==> src/rtl/core_pkg.sv <==
// core_pkg: shared types for the core front end (fetch queue entry, fetch FSM
// state encoding, default fetch-queue depth).
// Ports: none (package).
package core_pkg;

  localparam int CORE_XLEN   = 32;
  localparam int FETCH_DEPTH = 4;

  typedef enum logic [1:0] {
    FS_BOOT   = 2'd0,
    FS_RUN    = 2'd1,
    FS_HALTED = 2'd2,
    FS_FAULT  = 2'd3
  } fetch_state_e;

  typedef struct packed {
    logic [CORE_XLEN-1:0] pc;
    logic [CORE_XLEN-1:0] instr;
    logic [CORE_XLEN-1:0] pc_plus4;
    logic                 fault;
  } fetch_entry_t;

  // Sequential successor; wraps modulo 2^CORE_XLEN.
  function automatic logic [CORE_XLEN-1:0] seq_pc(input logic [CORE_XLEN-1:0] pc);
    return pc + CORE_XLEN'(4);
  endfunction

endpackage

==> src/rtl/fetch_queue.sv <==
// fetch_queue: registered sync FIFO of fetch_entry_t with push/pop/flush.
// Ports: push/push_data in, pop in (ignored when empty), flush in (clears the
//   queue; a push in the same cycle lands as the sole entry), valid/head/count out.
module fetch_queue
  import core_pkg::*;
#(
  parameter int DEPTH = FETCH_DEPTH,
  localparam int CW   = $clog2(DEPTH + 1)
) (
  input  logic         clk,
  input  logic         rst,
  input  logic         push,
  input  fetch_entry_t push_data,
  input  logic         pop,
  input  logic         flush,
  output logic         valid,
  output fetch_entry_t head,
  output logic [CW-1:0] count
);

  localparam int AW = $clog2(DEPTH);

  fetch_entry_t  mem [DEPTH];
  logic [AW-1:0] wr_ptr;
  logic [AW-1:0] rd_ptr;
  logic          do_pop;

  assign do_pop = pop && (count != '0);
  assign valid  = (count != '0);
  // No fall-through: head always comes straight from storage.
  assign head   = mem[rd_ptr];

  always_ff @(posedge clk or posedge rst) begin
    if (rst) begin
      wr_ptr <= '0;
      rd_ptr <= '0;
      count  <= '0;
      for (int i = 0; i < DEPTH; i++) mem[i] <= '0;
    end else if (flush) begin
      // Flush wins over pop; a simultaneous push becomes the only entry.
      rd_ptr <= '0;
      wr_ptr <= push ? AW'(1) : '0;
      count  <= push ? CW'(1) : '0;
      if (push) mem[0] <= push_data;
    end else begin
      if (push) begin
        mem[wr_ptr] <= push_data;
        wr_ptr      <= wr_ptr + AW'(1);
      end
      if (do_pop) rd_ptr <= rd_ptr + AW'(1);
      count <= count + CW'(push) - CW'(do_pop);
    end
  end

endmodule

==> src/rtl/fetch_unit.sv <==
// fetch_unit: instruction-fetch stage; owns the PC, issues credit-limited reads
//   to a 1-cycle-latency imem and queues {pc, instr, pc+4} entries for ID.
// Ports: halt_i/redirect_i/redirect_pc_i control, imem_* request/response,
//   out_* valid/ready head of the fetch queue.
// Optional: FETCH_MISALIGN_CHECK_EN turns misaligned redirects into fault entries.
module fetch_unit
  import core_pkg::*;
#(
  parameter int               XLEN            = 32,
  parameter int               IMEM_ADDR_WIDTH = 10,
  parameter int               DEPTH           = FETCH_DEPTH,
  parameter logic [XLEN-1:0]  RESET_PC        = 32'h0000_0000
) (
  input  logic                       clk,
  input  logic                       rst,
  input  logic                       halt_i,
  input  logic                       redirect_i,
  input  logic [XLEN-1:0]            redirect_pc_i,
  output logic                       imem_rd_en_o,
  output logic [IMEM_ADDR_WIDTH-1:0] imem_addr_o,
  input  logic [XLEN-1:0]            imem_rdata_i,
  output logic                       out_valid_o,
  input  logic                       out_ready_i,
  output logic [XLEN-1:0]            out_pc_o,
  output logic [XLEN-1:0]            out_instr_o,
  output logic [XLEN-1:0]            out_pc_plus4_o,
  output logic                       out_fault_o
);

  localparam int CW = $clog2(DEPTH + 1);

  fetch_state_e    state, state_nxt;
  logic [XLEN-1:0] pc;
  logic [XLEN-1:0] issued_pc;
  logic [XLEN-1:0] target;
  logic            inflight;
  logic            drop;
  logic [CW-1:0]   count;
  logic            credit;
  logic            issue;
  logic            bad_target;
  logic            push;
  fetch_entry_t    push_data;
  fetch_entry_t    head;

`ifdef FETCH_MISALIGN_CHECK_EN
  assign target     = redirect_pc_i;
  assign bad_target = redirect_i && (redirect_pc_i[1:0] != 2'b00);
`else
  logic [1:0] unused_redirect_lsb;
  assign unused_redirect_lsb = redirect_pc_i[1:0];
  assign target     = {redirect_pc_i[XLEN-1:2], 2'b00};
  assign bad_target = 1'b0;
`endif

  // The in-flight read already owns a slot, so it counts against the queue.
  assign credit = (count + CW'(inflight)) < CW'(DEPTH);
  // A request issued alongside a good redirect is still sent and then dropped;
  // a faulting redirect sends nothing at all.
  assign issue  = (state == FS_RUN) && !halt_i && credit && !bad_target;

  assign imem_rd_en_o = issue;
  assign imem_addr_o  = pc[IMEM_ADDR_WIDTH+1:2];

  always_comb begin
    push      = 1'b0;
    push_data = '0;
    if (bad_target) begin
      push      = 1'b1;
      push_data = '{pc: target, instr: '0, pc_plus4: seq_pc(target), fault: 1'b1};
    end else if (inflight && !drop && !redirect_i) begin
      push      = 1'b1;
      push_data = '{pc: issued_pc, instr: imem_rdata_i,
                    pc_plus4: seq_pc(issued_pc), fault: 1'b0};
    end
  end

  always_comb begin
    state_nxt = state;
    case (state)
      FS_BOOT:   state_nxt = FS_RUN;
      FS_RUN:    if (halt_i) state_nxt = FS_HALTED;
      FS_HALTED: if (!halt_i) state_nxt = FS_RUN;
      FS_FAULT:  if (redirect_i) state_nxt = FS_RUN;
      default:   state_nxt = FS_BOOT;
    endcase
    if (bad_target) state_nxt = FS_FAULT;
  end

  always_ff @(posedge clk or posedge rst) begin
    if (rst) begin
      state     <= FS_BOOT;
      pc        <= RESET_PC;
      issued_pc <= '0;
      inflight  <= 1'b0;
      drop      <= 1'b0;
    end else begin
      state    <= state_nxt;
      inflight <= issue;
      drop     <= issue && redirect_i;
      if (issue) issued_pc <= pc;
      if (redirect_i)  pc <= target;
      else if (issue)  pc <= seq_pc(pc);
    end
  end

  fetch_queue #(.DEPTH(DEPTH)) u_queue (
    .clk       (clk),
    .rst       (rst),
    .push      (push),
    .push_data (push_data),
    .pop       (out_ready_i),
    .flush     (redirect_i),
    .valid     (out_valid_o),
    .head      (head),
    .count     (count)
  );

  assign out_pc_o       = head.pc;
  assign out_instr_o    = head.instr;
  assign out_pc_plus4_o = head.pc_plus4;
`ifdef FETCH_MISALIGN_CHECK_EN
  assign out_fault_o    = head.fault;
`else
  logic unused_head_fault;
  assign unused_head_fault = head.fault;
  assign out_fault_o       = 1'b0;
`endif

endmodule
==> config.mk <==
export PLATFORM = sky130hd
export DESIGN_NAME = fetch_unit
export DESIGN_NICKNAME = d
export VERILOG_FILES = /design/src/rtl/core_pkg.sv /design/src/rtl/fetch_queue.sv /design/src/rtl/fetch_unit.sv
export SDC_FILE = /design/constraint.sdc
export NUM_CORES = 1
export LEC_CHECK = 0
export BUFFER_PORTS_ARGS = -buffer_cell sky130_fd_sc_hd__buf_4
export CAP_MARGIN = 20
export CORE_AREA = 2 2 224 226
export CTS_CLUSTER_SIZE = 8
export DETAILED_ROUTE_END_ITERATION = 16
export DIE_AREA = 0 0 226 228
export PLACE_DENSITY = 0.71
export RECOVER_POWER = 50
export SYNTH_ARGS = -nofsm -noshare
export SYNTH_HDL_FRONTEND = slang
export SYNTH_HIERARCHICAL = 1
export SYNTH_SLANG_ARGS = --single-unit
==> constraint.sdc <==
create_clock -name clk -period 15.3 [get_ports clk]
set_input_delay 3.06 -clock clk [delete_from_list [all_inputs] [get_ports clk]]
set_output_delay 3.06 -clock clk [all_outputs]
set_load 0.02 [all_outputs]
==> flow_summary_export.csv <==
group,metric,value,unit
timing,hold_viol_final,0,
routing,vias_per_cell,5.615,
power,p_int,2521,µW
grt,grt_overflow,0,
floorplanning,dieArea,51530,µm²
power,clkPwrFrac,35.6,%
cells_and_area,final_net_count,1787,
cells_and_area,multiInputGateArea,9572,µm²
timing,drv_slew,413,
clock_tree,cts_resized,0,
floorplanning,io_pins,178,
grt,grt_pass1_vias,14260,
timing,slew-limit-headroom,-262.7,%
timing,tightest_slew,5410,ps
worst_setup_path,worstPathCellList,"clkbuf_1 -> nor4b_1 -> mux2i_4 -> clkbuf_1 -> inv_1 -> buf_4",
yosys,syn_area_per_cell,13.98,µm²
floorplanning,rows,82,
clock_tree,postCtsSetupRepairBufs,0,
routing,ant_nets,0,
yosys,syn-cell-area,21660,µm²
floorplanning,die_y,228,µm
status,violations,"capacitance limit, slew limit",
hold_path,worst_hold_path_type,"reg -> reg",
routing,dr.pass1.iters,5,
floorplanning,die_w,226,µm
power,power_frac_seq,42.0,%
yosys,synth_warnings,6,
clock_tree,postCtsHoldBufs,0,
timing,finalSetupTns,0,ps
worst_setup_path,cp.arrival,7940,ps
worst_setup_path,slowest_delay,2330,ps
cells_and_area,final_common_cell,"dfrtp_1",
placed_design,place_congestion,0.8161,
clock_tree,cts_root_buf,"clkbuf_16",
clock_tree,cts.sinks,455,
clock_tree,h-tree-depth,3,
worst_setup_path,setup.worst_path.start_class,"input pin",
cells_and_area,num_antenna_cells,0,
grt,antenna_found_initial,1,
timing,finalSetupViolCount,0,
placed_design,placed_cell_area,23320,µm²
grt,grt_pass1_wl,80590,µm
worst_setup_path,endpoint_kind,"output pin",
timing,rsz0062_at_grt,"false",
worst_setup_path,crit_fanout,86,
cells_and_area,instances_no_fill,2387,
routing,wl_per_cell,21.32,µm
timing,min_period,11000,ps
cells_and_area,drive_above_1_share,43.85,%
worst_setup_path,cp_common_cell,"clkbuf_1",
routing,drc,0,
power,combPwrFrac,22.4,%
power,p_per_area,144.6,nW/µm²
cells_and_area,fin_area,25030,µm²
cells_and_area,n_fill_cell,4165,
status,status,"finished with violations",
placed_design,hpwl,31060,µm
clock_tree,cts_tree,"done",
yosys,synth_cells,1550,
grt,grt_max_degree,184,
power,p_sw_share,30.32,%
clock_tree,cts_buffers,66,
clock_tree,clock_latency,570,ps
floorplanning,initial_core_util,43.90,%
cells_and_area,syn_to_final_growth,15.52,%
placed_design,place_inst,2312,
cells_and_area,regArea,11390,µm²
timing,period_share,71.87,%
clock_tree,path_clk_slew,50,ps
power,leakagePower,0.01210,µW
worst_setup_path,crit_type,"in -> out",
routing,detailedRoute.firstIterationViolations,792,
timing,fin_skew,20.50,ps
floorplanning,core,49350,µm²
clock_tree,clk_path_buf_depth,3,
placed_design,portBuffers,174,
worst_setup_path,cp.required,12240,ps
run,max-cap-violations,6,
cells_and_area,final_cell_mix,"453 x dfrtp_1, 369 x mux2_2, 170 x buf_4",
timing,clock.fmax,90.95,MHz
routing,drt_wl_total,50880,µm
grt,groute.usage.overall,20.14,%
routing,vias,13400,
power,power.net_switching,1097,µW
power,irDropWorstVdd,0.07863,mV
worst_setup_path,timing.critical_path.slowest_stage_cell,"clkbuf_1",
==> worst max-delay path, delay by kind of cell <==
| family | cells | cell delay, ps |
|---|---|---|
| buf+inv | 4 | 4560 |
| mux | 1 | 140 |
| simple gates | 1 | 110 |
==> power by group through the flow <==
stage	Sequential (µW)	Clock, µW	Combinational, µW
5_1_grt	1540	1390	880
4_1_cts	1510	1330	827
2_1_floorplan	1440	0	624
3_5_place_dp	1530	0	825
6_report	1520	1290	809
3_3_place_gp	1520	0	808
==> per-layer routing <==
layer,part of all wire (%),global-route usage (%),routed length [µm],vias to the layer above
met3,4.5,3.362,2292,80
met4,2.5,7.202,1284,0
li1,-,-,-,5944
met2,49,32.87,24930,356
met1,44,27.21,22370,7023
met5,0,0,0,-
==> flip-flops by register name (all words and copies together), names as in the netlist <==
| signal | cells |
|---|---|
| inflight | 1 |
| u_queue/count | 3 |
| issued_pc | 30 |
| drop | 1 |
| u_queue/rd_ptr | 2 |
| pc | 30 |
| u_queue/wr_ptr | 2 |
| state | 2 |
| u_queue/mem | 384 |
==> worst paths after layout <==
path                             startpoint                to  slack (ps)  cells after the start
max                                  halt_i      imem_rd_en_o        4300                      6
min                        u_queue/mem[219]  u_queue/mem[219]         500                      1
max reg2reg                u_queue/count[1]             pc[2]        9650                      6
min reg2reg                u_queue/mem[219]  u_queue/mem[219]         500                      1
max in group asynchronous               rst  u_queue/mem[334]        5690                      4
min in group asynchronous               rst            pc[10]        3860                      3
==> per-stage QoR <==
step | total power (µW) | setup slack [ps] | hold slack (ps) | util, %
after global placement | 2331 | 7277 | 481.4 | 47.25
after CTS | 3672 | 7190 | 498.1 | 50.85
after detailed placement | 2357 | 7209 | 488.7 | 47.25
after global routing | 3802 | 3784 | 503.7 | 50.71
final | 3619 | 4304 | 496.1 | 50.71
after floorplan | 2064 | 1371 | 460.3 | -
==> final cells by class <==
type                       count  share of cell area, %
clock inverter                 1                0.06500
timing repair buffer         190                  5.465
inverter                      19                 0.2900
clock buffer                  73                  7.045
tap                          672                  3.360
multi-input combinational    977                  38.25
sequential                   455                  45.53
No activity file was read; power rests on OpenSTA's default activity.
